==> src/rtl/draw_cmd_pkg.sv <==
// Command-word encoding and scheduler state shared between the draw-list
// scheduler and the Printer's command decoder.
package draw_cmd_pkg;

  localparam logic [31:0] CMD_HDR = 32'hFFFF_FFFF;
  localparam logic [31:0] CMD_EOF = 32'h0000_0000;

  typedef enum logic [2:0] {
    ST_IDLE,
    ST_SCAN,
    ST_HDR,
    ST_POS,
    ST_SPR,
    ST_EOF
  } sched_state_e;

  function automatic logic [31:0] pack_pos(input logic [15:0] x, input logic [15:0] y);
    return {x, y};
  endfunction

endpackage

==> src/rtl/obj_table.sv <==
// Flop-based object table: one write port, one asynchronous read port.
// Only the enables are reset; position/sprite contents are don't-care until enabled.
module obj_table #(
  parameter int NUM_OBJ = 16,
  parameter int IDX_W   = $clog2(NUM_OBJ),
  parameter int SPR_W   = 8
) (
  input  logic             clk,
  input  logic             rst,
  input  logic             i_we,
  input  logic [IDX_W-1:0] i_widx,
  input  logic             i_en,
  input  logic [15:0]      i_x,
  input  logic [15:0]      i_y,
  input  logic [SPR_W-1:0] i_spr,
  input  logic [IDX_W-1:0] i_ridx,
  output logic             o_en,
  output logic [15:0]      o_x,
  output logic [15:0]      o_y,
  output logic [SPR_W-1:0] o_spr
);

  logic [NUM_OBJ-1:0] r_en;
  logic [15:0]        r_x   [NUM_OBJ];
  logic [15:0]        r_y   [NUM_OBJ];
  logic [SPR_W-1:0]   r_spr [NUM_OBJ];

  always_ff @(posedge clk or posedge rst) begin
    if (rst) begin
      r_en <= '0;
    end else if (i_we) begin
      r_en[i_widx] <= i_en;
    end
  end

  always_ff @(posedge clk) begin
    if (i_we) begin
      r_x[i_widx]   <= i_x;
      r_y[i_widx]   <= i_y;
      r_spr[i_widx] <= i_spr;
    end
  end

  // Read happens before the edge, so a same-cycle write is not yet visible.
  assign o_en  = r_en[i_ridx];
  assign o_x   = r_x[i_ridx];
  assign o_y   = r_y[i_ridx];
  assign o_spr = r_spr[i_ridx];

endmodule

==> src/rtl/draw_list_scheduler.sv <==
// Per-frame walker over the object table: emits HDR/POS/SPR per enabled slot,
// then an optional EOF word, into the Printer's command FIFO.
module draw_list_scheduler
  import draw_cmd_pkg::*;
#(
  parameter int NUM_OBJ  = 16,
  parameter int IDX_W    = $clog2(NUM_OBJ),
  parameter int SPR_W    = 8,
  parameter bit EMIT_EOF = 1'b1
) (
  input  logic             clk,
  input  logic             rst,
  input  logic             frame_start,
  input  logic             cfg_we,
  input  logic [IDX_W-1:0] cfg_idx,
  input  logic             cfg_en,
  input  logic [15:0]      cfg_x,
  input  logic [15:0]      cfg_y,
  input  logic [SPR_W-1:0] cfg_spr,
  input  logic             cmd_wfull,
  output logic             cmd_winc,
  output logic [31:0]      cmd_wdata,
  output logic             busy,
  output logic             overrun,
  input  logic             overrun_clr
);

  localparam logic [IDX_W:0] LAST_IDX = (IDX_W + 1)'(NUM_OBJ - 1);

  sched_state_e     r_state, w_state_next, w_done_state;
  logic [IDX_W:0]   r_idx, w_idx_next;
  logic [15:0]      r_x, r_y;
  logic [SPR_W-1:0] r_spr;
  logic             r_overrun;
  logic             w_snap_ld, w_last, w_push_state;
  logic             w_tab_en;
  logic [15:0]      w_tab_x, w_tab_y;
  logic [SPR_W-1:0] w_tab_spr;

  obj_table #(.NUM_OBJ(NUM_OBJ), .IDX_W(IDX_W), .SPR_W(SPR_W)) u_table (
    .clk    (clk),
    .rst    (rst),
    .i_we   (cfg_we),
    .i_widx (cfg_idx),
    .i_en   (cfg_en),
    .i_x    (cfg_x),
    .i_y    (cfg_y),
    .i_spr  (cfg_spr),
    .i_ridx (r_idx[IDX_W-1:0]),
    .o_en   (w_tab_en),
    .o_x    (w_tab_x),
    .o_y    (w_tab_y),
    .o_spr  (w_tab_spr)
  );

  assign w_last       = (r_idx == LAST_IDX);
  assign w_done_state = EMIT_EOF ? ST_EOF : ST_IDLE;
  assign w_push_state = (r_state == ST_HDR) || (r_state == ST_POS) ||
                        (r_state == ST_SPR) || (r_state == ST_EOF);
  assign busy         = (r_state != ST_IDLE);
  assign overrun      = r_overrun;

  always_comb begin
    cmd_winc  = w_push_state & ~cmd_wfull;
    cmd_wdata = 32'h0;
    case (r_state)
      ST_HDR:  cmd_wdata = CMD_HDR;
      ST_POS:  cmd_wdata = pack_pos(r_x, r_y);
      ST_SPR:  cmd_wdata = 32'(r_spr);
      ST_EOF:  cmd_wdata = CMD_EOF;
      default: cmd_wdata = 32'h0;
    endcase
  end

  // Push states advance only on an accepted write, which holds the word under back-pressure.
  always_comb begin
    w_state_next = r_state;
    w_idx_next   = r_idx;
    w_snap_ld    = 1'b0;
    case (r_state)
      ST_IDLE: begin
        if (frame_start) begin
          w_state_next = ST_SCAN;
          w_idx_next   = '0;
        end
      end
      ST_SCAN: begin
        if (w_tab_en) begin
          w_state_next = ST_HDR;
          w_snap_ld    = 1'b1;
        end else begin
          w_idx_next = r_idx + 1'b1;
          if (w_last) w_state_next = w_done_state;
        end
      end
      ST_HDR: if (cmd_winc) w_state_next = ST_POS;
      ST_POS: if (cmd_winc) w_state_next = ST_SPR;
      ST_SPR: begin
        if (cmd_winc) begin
          w_idx_next   = r_idx + 1'b1;
          w_state_next = w_last ? w_done_state : ST_SCAN;
        end
      end
      ST_EOF:  if (cmd_winc) w_state_next = ST_IDLE;
      default: w_state_next = ST_IDLE;
    endcase
  end

  always_ff @(posedge clk or posedge rst) begin
    if (rst) begin
      r_state <= ST_IDLE;
      r_idx   <= '0;
      r_x     <= '0;
      r_y     <= '0;
      r_spr   <= '0;
    end else begin
      r_state <= w_state_next;
      r_idx   <= w_idx_next;
      if (w_snap_ld) begin
        r_x   <= w_tab_x;
        r_y   <= w_tab_y;
        r_spr <= w_tab_spr;
      end
    end
  end

  // A set from a colliding frame_start takes priority over a same-cycle clear.
  always_ff @(posedge clk or posedge rst) begin
    if (rst) begin
      r_overrun <= 1'b0;
    end else if (frame_start && busy) begin
      r_overrun <= 1'b1;
    end else if (overrun_clr) begin
      r_overrun <= 1'b0;
    end
  end

endmodule
==> config.mk <==
export PLATFORM = sky130hd
export DESIGN_NAME = draw_list_scheduler
export DESIGN_NICKNAME = d
export VERILOG_FILES = /design/src/rtl/draw_cmd_pkg.sv /design/src/rtl/obj_table.sv /design/src/rtl/draw_list_scheduler.sv
export SDC_FILE = /design/constraint.sdc
export NUM_CORES = 1
export LEC_CHECK = 0
export CELL_PAD_IN_SITES_DETAIL_PLACEMENT = 0
export CELL_PAD_IN_SITES_GLOBAL_PLACEMENT = 1
export CORE_ASPECT_RATIO = 0.5
export CORE_MARGIN = 5
export CORE_UTILIZATION = 40
export CTS_CLUSTER_SIZE = 16
export DETAILED_ROUTE_END_ITERATION = 7
export PLACE_DENSITY_LB_ADDON = 0.3
export RECOVER_POWER = 50
export SYNTH_ARGS = -nofsm -noshare
export SYNTH_HDL_FRONTEND = slang
export SYNTH_SLANG_ARGS = --single-unit
==> constraint.sdc <==
create_clock -name clk -period 5.2 [get_ports clk]
set_input_delay 1.04 -clock clk [delete_from_list [all_inputs] [get_ports clk]]
set_output_delay 1.04 -clock clk [all_outputs]
set_load 0.1 [all_outputs]
==> results of run 1 <==
[where the power goes]
group,total [mW],internal [mW],switching [mW]
clock,5.00,2.93,2.08
sequential,6.79,6.50,0.288
combinational,4.15,1.65,2.50
[critical path: cells and delay by family, from the launching register on]
| kind | cells | cell delay [ns] |
|---|---|---|
| buf+inv | 2 | 1.39 |
| compound gates | 1 | 0.12 |
| flops | 1 | 0.98 |
[cells by family after synthesis]
logic type | count (synthesis) | synth area share, %
buffers and inverters | 98 | 1.79
DFF | 705 | 76.2
xor gates and xnor gates | 1 | 0.0320
adders and majority gates | 2 | 0.0914
AOI/OAI and AO/OA | 81 | 1.60
muxes | 241 | 18.9
and+or+nand+nor | 84 | 1.43
[flip-flops by register name (all words and copies together) (netlist names)]
register and cells:
overrun 1, r_idx 5, r_spr 8, r_state 3
r_x 16, r_y 16, u_table.r_en 16, u_table.r_spr 128
u_table.r_x 256, u_table.r_y 256
[cell usage in the layout (no fill, tap or decap), drive strengths merged, types with 3 or more instances in the layout]
cell type        n
nand2b           6
mux2            34
clkdlybuf4s50   19
o21ai           37
nor2            14
dfrtp           65
inv             34
nand3            4
clkinv          18
a21oi           34
nor2b            3
bufinv           8
buf             63
mux2i            3
clkbuf          90
nand2           39
mux4           204
nor3             7
edfxtp         640
dlygate4sd3     43
clkinvlp         3
a21o             3
[layout make-up]
| class | instances | share of cell area (%) |
|---|---|---|
| multi-input cells | 409 | 19.4 |
| clock inverters | 33 | 1.27 |
| diodes | 1 | 0.00790 |
| inverters | 30 | 0.360 |
| well taps | 897 | 3.54 |
| flip-flops and latches | 705 | 65.9 |
| clock buffers | 89 | 5.85 |
| repair buffers | 126 | 3.70 |
[worst min path at each step]
| stage | endpoint | cells past startpoint | from | slack [ns] |
|---|---|---|---|---|
| floorplan | u_table.r_en[13]$_DFFE_PP0P_ | 1 | u_table.r_en[13]$_DFFE_PP0P_ | 0.48 |
| global placement | u_table.r_en[5]$_DFFE_PP0P_ | 1 | u_table.r_en[5]$_DFFE_PP0P_ | 0.48 |
| detailed placement | u_table.r_en[13]$_DFFE_PP0P_ | 1 | u_table.r_en[13]$_DFFE_PP0P_ | 0.49 |
| CTS | u_table.r_en[13]$_DFFE_PP0P_ | 1 | u_table.r_en[13]$_DFFE_PP0P_ | 0.51 |
| global route | u_table.r_en[13]$_DFFE_PP0P_ | 1 | u_table.r_en[13]$_DFFE_PP0P_ | 0.51 |
| finish | u_table.r_en[6]$_DFFE_PP0P_ | 1 | u_table.r_en[6]$_DFFE_PP0P_ | 0.50 |
[metal layers]
metal  vias up  part of all wire (%)  global-route usage [%]
met5         -                     0                       0
met4         0                   2.2                    3.92
met3        97                   4.9                    2.72
met2       356                    50                    27.3
met1      6792                    43                    22.8
li1       5325                     -                       -
[stage by stage]
stage                     utilization [%]  worst slack, ns  instances
final                                47.0             1.05       2290
after CTS                            47.0             1.06       2289
after detailed placement             43.7             1.58       2167
after global routing                 47.0            0.938       2290
after global placement               43.7             1.62       2167
after floorplan                         -            0.217       1212
==> impl_metrics.json, run 1 <==
{
  "place.gp.congestion": 0.719,
  "timing.hold.ws_ns": 0.501,
  "fin_nets": 1392,
  "setup.worst_path.class": "register to output port",
  "rr_worst_depth": 6,
  "timing.setup.tns_ns": 0,
  "sequential_to_total_area_share_from_yosys_stat_pct": 76.2,
  "grt.overflow.total": 0,
  "worst_ep_required_time_ns": 4.16,
  "die_width_um": 380,
  "setup.reg_to_reg.worst_slack_ns": 1.71,
  "antenna_violating_nets_post_route": 0,
  "unrepaired_setup_endpoints_after_global_routing": "false",
  "proportion_of_synthesized_flip_flops_having_asynchronous_set_or_reset_pct": 9.22,
  "worstSetupStartpointType": "register",
  "clock-sinks": 705,
  "run_status": "finished with violations",
  "dr.first_iter.drc_count": 1163,
  "post-route-min-period_ns": 4.15,
  "max_capacitance_violation_total": 1,
  "power.total_mw": 15.9,
  "critical_path.slowest_cell": "sky130_fd_sc_hd__dfrtp_1",
  "finalMaxSlewViolations": 29,
  "fillers": 5505,
  "synthesized_net_count": 1265,
  "vias": 12600,
  "synth_cell_types": 39,
  "hold_viol": 0,
  "timing.critical_path.arrival_ns": 3.11,
  "vias_in_the_first_global_route": 13400,
  "maximum_number_of_pins_on_one_net_before_global_route_repair": 121,
  "ff_latch_area_um2": 20900,
  "clock-skew-final_ns": 0.0240,
  "critical_path.cell_chain": "buf_4 -> a21oi_1 -> clkdlybuf4s50_1",
  "drc_errors": 0,
  "antenna_violations_before_repair": 4,
  "core_area_um2": 67400,
  "viasPerCell": 5.49,
  "final_layout_size_suffix_gt1_share_pct": 27.9,
  "post-route-period-util_pct": 79.9,
  "die_area_um2": 74100,
  "cts_resized": 0,
  "max_freq_mhz": 241,
  "violations": "max-capacitance violations, max-slew violations",
  "hp-class": "register to register",
  "yosys_warnings": 0,
  "tritoncts_clock_tree": "built",
  "worst_setup_hold_path_clk_slew_ns": 0.06,
  "syn-cell-area_um2": 27400,
  "postSynthRegisterBits": 705,
  "number_of_enable_type_register_cells_in_the_synthesized_netlist": 640,
  "worst_r2r_start": "r_state[0]$_DFFE_PP0P_",
  "area_growth_from_synthesis_to_final_layout_pct": 15.7,
  "detailed_place_hpwl_um": 34600,
  "die_h_um": 195,
  "wire_length_of_the_first_global_routing_pass_um": 89900,
  "synth.cells.most_frequent": "sky130_fd_sc_hd__edfxtp_1 (640), sky130_fd_sc_hd__mux4_2 (173), sky130_fd_sc_hd__dfrtp_1 (65)",
  "max_slew.worst_pin.slew_ns": 1.97,
  "setup_viol": 0,
  "ioPinCount": 86,
  "bufs_on_longest_clock_path": 3,
  "yosys.area.top_type_share_pct": 70.2,
  "timing.slew.headroom_pct": -32.0,
  "worstSkewPairLatency_ns": 0.59,
  "postRouteWirelength_um": 60300,
  "timing.critical_path.slowest_cell_delay_ns": 0.98,
  "worst_setup_path_startpoint": "r_state[0]$_DFFE_PP0P_",
  "multiInputGateArea_um2": 6140,
  "path_max_fanout": 27,
  "initial_util_pct": 40.6,
  "syn-instance-count": 1212,
  "drt-pass1-iter-count": 5,
  "yosys-top-cells-area": "sky130_fd_sc_hd__edfxtp_1 (70%), sky130_fd_sc_hd__mux4_2 (14%), sky130_fd_sc_hd__dfrtp_1 (5.9%), sky130_fd_sc_hd__mux4_1 (3.0%), sky130_fd_sc_hd__mux2_2 (0.82%)",
  "synthMostInstantiatedCell": "sky130_fd_sc_hd__edfxtp_1",
  "post-cts-setup-buffers": 0,
  "synth.largest_area_cell": "sky130_fd_sc_hd__edfxtp_1",
  "peakVddDrop_v": 0.000327,
  "cts-hold-fix-buffers": 0,
  "leakage_nw": 10.1,
  "cts_inserted_buffers": 67,
  "clockRootBuffer": "sky130_fd_sc_hd__clkbuf_16",
  "ys.flop_type": "sky130_fd_sc_hd__edfxtp_1",
  "rr_endpoint": "r_x[7]$_DFFE_PP0P_",
  "pwr_per_cell_area_nw_per_um2": 504,
  "mean_instance_size_in_the_synthesized_netlist_um2": 22.6,
  "core.rowCount": 67,
  "category_of_the_worst_setup_path_capture_point": "output port",
  "placed_area_um2": 29400,
  "grt_util_all_layers_pct": 16.3,
  "final_cell_area_um2": 31700,
  "worstSetupEndpoint": "cmd_wdata[21]",
  "place.port_buffers": 85,
  "cts_max_level": 3,
  "wl_per_cell_um": 26.3
}
Note: power is estimated with default switching activity, not from simulation.
==> run 2, diff against run 1 <==
==> constraint.sdc (replaced) <==
create_clock -name clk -period 4.3 [get_ports clk]
set_input_delay 0.86 -clock clk [delete_from_list [all_inputs] [get_ports clk]]
set_output_delay 0.86 -clock clk [all_outputs]
set_load 0.1 [all_outputs]
==> impl_metrics.json, run 2 (synthesis gave the netlist of run 1 again) <==
{
  "antenna_violations_before_repair": 0,
  "commonest_cells_after_routing_fill_and_taps_aside": "sky130_fd_sc_hd__edfxtp_1 (640), sky130_fd_sc_hd__mux4_2 (173), sky130_fd_sc_hd__clkbuf_16 (69)",
  "max_slew.worst_pin.slew_ns": 2.13,
  "clock-skew-final_ns": 0.0170,
  "layout_commonest_cell": "sky130_fd_sc_hd__edfxtp_1",
  "cts_resized": 0,
  "timing.setup.tns_ns": 0,
  "grt_util_all_layers_pct": 15.8,
  "hp-class": "register to register",
  "timing.slew.headroom_pct": -41.7,
  "worstSetupStartpointType": "input pin",
  "antenna-diode-count": 0,
  "worst_slack_at_placement_ns": 0.901,
  "die_area_um2": 74100,
  "fin_nets": 1390,
  "hold_path_startpoint": "u_table.r_en[3]$_DFFE_PP0P_",
  "drt-pass1-iter-count": 5,
  "placed_area_um2": 29500,
  "final_cell_area_um2": 31700,
  "area_growth_from_synthesis_to_final_layout_pct": 15.7,
  "worstSkewPairLatency_ns": 0.59,
  "post-route-period-util_pct": 84.5,
  "grt.overflow.total": 0,
  "bufs_on_longest_clock_path": 3,
  "max_capacitance_violation_total": 1,
  "postRouteWirelength_um": 58400,
  "core.rowCount": 67,
  "worst_ep_required_time_ns": 4.76,
  "timing.critical_path.arrival_ns": 4.09,
  "violations": "max-capacitance violations, max-slew violations",
  "drc_errors": 0,
  "max_freq_mhz": 275,
  "antenna_violating_nets_post_route": 0,
  "category_of_the_worst_setup_path_capture_point": "register",
  "post-route-min-period_ns": 3.63,
  "cts_inserted_buffers": 67,
  "setup_viol": 0,
  "finalWorstSetupSlack_ns": 0.667,
  "vias": 12400,
  "hold_viol": 0,
  "initial_util_pct": 40.6,
  "worst_setup_hold_path_clk_slew_ns": 0.06,
  "vias_in_the_first_global_route": 13500,
  "maximum_number_of_pins_on_one_net_before_global_route_repair": 67,
  "leakage_nw": 10.1,
  "dr.first_iter.drc_count": 1098,
  "cts-hold-fix-buffers": 0,
  "path_max_fanout": 26,
  "cts_max_level": 3,
  "worst_r2r_start": "r_idx[1]$_DFFE_PP0P_",
  "core_area_um2": 67400,
  "largest_registers": "u_table.r_x x256, u_table.r_y x256, u_table.r_spr x128",
  "final_layout_size_suffix_gt1_share_pct": 28.5,
  "die_h_um": 195,
  "peakVddDrop_v": 0.000454,
  "clockRootBuffer": "sky130_fd_sc_hd__clkbuf_16",
  "finalMaxSlewViolations": 27,
  "unrepaired_setup_endpoints_after_global_routing": "false",
  "die_width_um": 380,
  "viasPerCell": 5.43,
  "worst_setup_path_startpoint": "cfg_we",
  "post-cts-setup-buffers": 0,
  "wire_length_of_the_first_global_routing_pass_um": 88500,
  "place.port_buffers": 85,
  "setup.worst_path.class": "input pin to register",
  "wl_per_cell_um": 25.5,
  "ioPinCount": 86,
  "pwr_per_cell_area_nw_per_um2": 604,
  "place.gp.congestion": 0.738,
  "clock-sinks": 705,
  "tritoncts_clock_tree": "built",
  "run_status": "finished with violations",
  "detailed_place_hpwl_um": 36200
}
## run 2: final timing paths
kind                            slack [ns]                     endpoint  cells after the start
worst max-delay path                  0.67  u_table.r_en[8]$_DFFE_PP0P_                      5
worst min-delay path                  0.51  u_table.r_en[3]$_DFFE_PP0P_                      1
worst max register to register        1.25         r_idx[3]$_DFFE_PP0P_                      7
worst min register to register        0.51  u_table.r_en[3]$_DFFE_PP0P_                      1
max in group asynchronous             1.55          r_y[10]$_DFFE_PP0P_                      3
min in group asynchronous             0.90           r_y[3]$_DFFE_PP0P_                      2
## run 2: cell type report
class | count | area (um2)
Clock buffer | 86 | 1820
Clock inverter | 37 | 352
Fill cell | 5496 | 35700
Inverter | 30 | 113
Multi-Input combinational cell | 409 | 6170
Sequential cell | 705 | 20900
Tap cell | 897 | 1120
Timing Repair Buffer | 124 | 1230
## run 2: worst max-delay path, cell delays in order
cell and delay (ns):
sky130_fd_sc_hd__dlygate4sd3_1 0.60, sky130_fd_sc_hd__nand3b_1 0.31, sky130_fd_sc_hd__nor3_1 0.32, sky130_fd_sc_hd__clkbuf_1 1.55, sky130_fd_sc_hd__mux2_2 0.45
## run 2: through the flow
step | hold WS, ns | cells | total power [mW] | util, %
final | 0.507 | 2288 | 19.1 | 47.0
after global routing | 0.526 | 2288 | 19.9 | 47.0
after CTS | 0.509 | 2288 | 19.4 | 47.0
after detailed placement | 0.496 | 2165 | 13.6 | 43.8
after global placement | 0.486 | 2165 | 13.5 | 43.8
after floorplan | 0.475 | 1212 | 12.2 | -
## run 2: power breakdown
| part | leakage (nW) | total [mW] | internal [mW] | switching [mW] |
|---|---|---|---|---|
| Clock | 1.06 | 5.83 | 3.33 | 2.50 |
| Sequential | 6.58 | 8.13 | 7.86 | 0.262 |
| Combinational | 2.44 | 5.17 | 2.00 | 3.17 |
| Total | 10.1 | 19.1 | 13.2 | 5.94 |
## run 2: layer usage
metal  vias to the layer above  global-route usage (%)  wire length (um)
li1                       5332                       -                 -
met1                      6709                    19.9             23400
met2                       296                    28.8             31300
met3                        83                    2.40              2190
met4                         0                    4.59              1400
met5                         -                       0                 0
==> RTL edit, RTL diff (settings of run 2) <==
Put one more register stage on the output `overrun`, with the module's reset. The value now appears one clock later. The other outputs are not delayed to match.
--- a/src/rtl/draw_list_scheduler.sv
+++ b/src/rtl/draw_list_scheduler.sv
@@ -59,5 +59,11 @@
                         (r_state == ST_SPR) || (r_state == ST_EOF);
   assign busy         = (r_state != ST_IDLE);
-  assign overrun      = r_overrun;
+  always_ff @(posedge clk or posedge rst) begin
+    if (rst) begin
+      overrun <= '0;
+    end else begin
+      overrun <= r_overrun;
+    end
+  end
 
   always_comb begin
Formal check against the unedited RTL: not equivalent (Yosys sat finds a counterexample within 4 cycles, from zero or initial values and one cycle with rst high).
==> RTL edit against run 2 <==
- via count is 0.52% higher
- total power increased by 1.1%
- largest power group unchanged
- synthesized area is 0.17% higher
- final area shrank 0.56%
- cell count is 2.2% lower
- wire length increased by 7.9%
- register-to-register slack lost 0.04 ns
- worst setup slack got worse by 0.042 ns
- the run still ends with max-capacitance violations, max-slew violations left
- global-route usage grew 1.2 points
- sequential cell count rose by 1
==> RTL edit: results (changes against run 2) <==
global_route:
  antenna_found_initial: 2  # +2
  grt_pass1_wl_mm: 93.7  # +5.9%
  grt_pass1_vias: 13400  # -0.76%
  grt_use_total_pct: 17.1  # +1.2 points
  grt_max_degree: 84  # +25%
timing:
  slew_violations: 46  # +70%
  worst_clock_skew_ns: 0.0243  # +0.00736 ns
  worst_slew_pin_slew_ns: 2.46  # +0.333 ns
  min_period_ns: 3.67  # +0.0420 ns
final_layout:
  fin_nets: 1340  # -3.6%
  drive_gt1_share_pct: 33.8  # +5.2 points
place:
  routabilityCongestion: 0.757  # +2.5%
  pre_cts_slack_ns: 0.954  # +0.0522 ns
  hpwlAfterDp_mm: 37.3  # +3.1%
power:
  p_leak_uw: 0.0100  # -0.80%
  ir_worst_vdd_uv: 370  # -19%
clock_tree:
  clk_pin_slew_ns: 0.07
  clock_latency_ns: 0.63  # +0.04 ns
  clk_path_buf_depth: 3  # unchanged
  htree_levels: 2  # -1
  cts-resized-gates: 0  # unchanged
  cts_buffers: 60  # -10%
  cts_setup_buffers: 0  # unchanged
route:
  drt_iter0_markers: 1086  # -1.1%
  dr.pass1.iters: 5  # unchanged
  finalWirelength_mm: 63.0  # +7.9%
  via_per_inst: 5.58  # +2.8%
  drc_errors: 0  # unchanged
setup_path:
  cpPeakStageDelay_ns: 0.71  # -0.84 ns
  worstPathMaxFanout: 25  # -3.8%
  crit_path_top_delay_cell: "nor2b_4"
  crit_arrival_ns: 2.81  # -1.28 ns
flow_run:
  cap_viol_max_count: 1  # unchanged
synth:
  synth_nets: 1210  # -4.3%
  ys_seq_area_share_pct: 76.1  # about the same
  synth_common_cells: "edfxtp_1, mux4_2, dfrtp_1"
  synth_area_leaders: "edfxtp_1, mux4_2, dfrtp_1"
  async_reset_ff_share_pct: 9.35  # +0.13 points
  yosysUniqueCellTypes: 38  # -2.6%
status:
  violations: "max-capacitance violations, max-slew violations"
  outcome: "complete, but fails checks"
RTL edit: changes by cell type after synthesis, sizes merged, moves of 3 or more:
cell / change
a21oi: -24
nor2: +6
o21a: +24
mux2: +27
o21ai: -25
nand2: -21
a21o: -3
inv: -25
buf: -5
RTL edit: layer usage:
metal | share of wire (%) | vias to the layer above | GRT usage, %
li1 | - | 5165 | -
met1 | 44 | 6908 | 24.8
met4 | 1.5 | 0 | 3.18
met2 | 49 | 341 | 28.1
met3 | 5.0 | 70 | 2.45
met5 | 0 | - | 0
RTL edit: power by group:
group,total [uW],internal [uW],switching (uW),leakage [uW]
combinational,5750,2420,3320,0.00249
clock,5350,2900,2450,0.000935
sequential,8230,7890,338,0.00657
RTL edit: worst paths after layout:
check                           start               to  slack (ns)  cells after the start
setup reg to reg             r_idx[0]          r_x[10]        1.21                      6
max in group asynchronous         rst  u_table.r_en[1]        1.29                      3
setup / recovery           r_state[1]     cmd_wdata[2]        0.63                      5
min in group asynchronous         rst         r_idx[3]        1.37                      2
hold reg to reg             r_overrun          overrun        0.38                      0
hold / removal              r_overrun          overrun        0.38                      0
RTL edit: logic make-up (layout without fill, tap and decap cells):
family / after synthesis / count (layout) / synth area share [%]
buffers and inverters: 69 / 251 / 1.58
flip-flops: 706 / 706 / 76.1
multiplexers: 267 / 267 / 19.9
adder cells (fa/ha/maj): 2 / 2 / 0.0912
XOR/XNOR: 1 / 1 / 0.0319
other: 0 / 2 / 0
AO/OA/AOI/OAI: 50 / 50 / 1.18
AND/OR/NAND/NOR: 62 / 62 / 1.06
RTL edit: final cells by class:
cell class	count	area [sq um]
tap	897	1120
clock buffer	78	1610
inverter	6	23.8
multi-input combinational	382	6240
timing repair buffer	131	1280
antenna	2	5.00
clock inverter	36	322
fill	5523	35900
sequential	706	20900
RTL edit: through the flow:
stage / util (%) / std cells / area (sq um)
CTS: 46.8 / 2236 / 31500
finish: 46.7 / 2238 / 31500
global placement: 43.9 / 2122 / 29600
detailed placement: 43.9 / 2122 / 29600
global route: 46.7 / 2236 / 31500
floorplan: - / 1157 / 27400
RTL edit: worst max-delay path, delay by kind of cell, from the launching register on:
family / cells / cell delay (ns)
buf+inv: 2 / 0.72
simple gates: 1 / 0.71
flops: 1 / 0.45
compound gates: 2 / 0.31
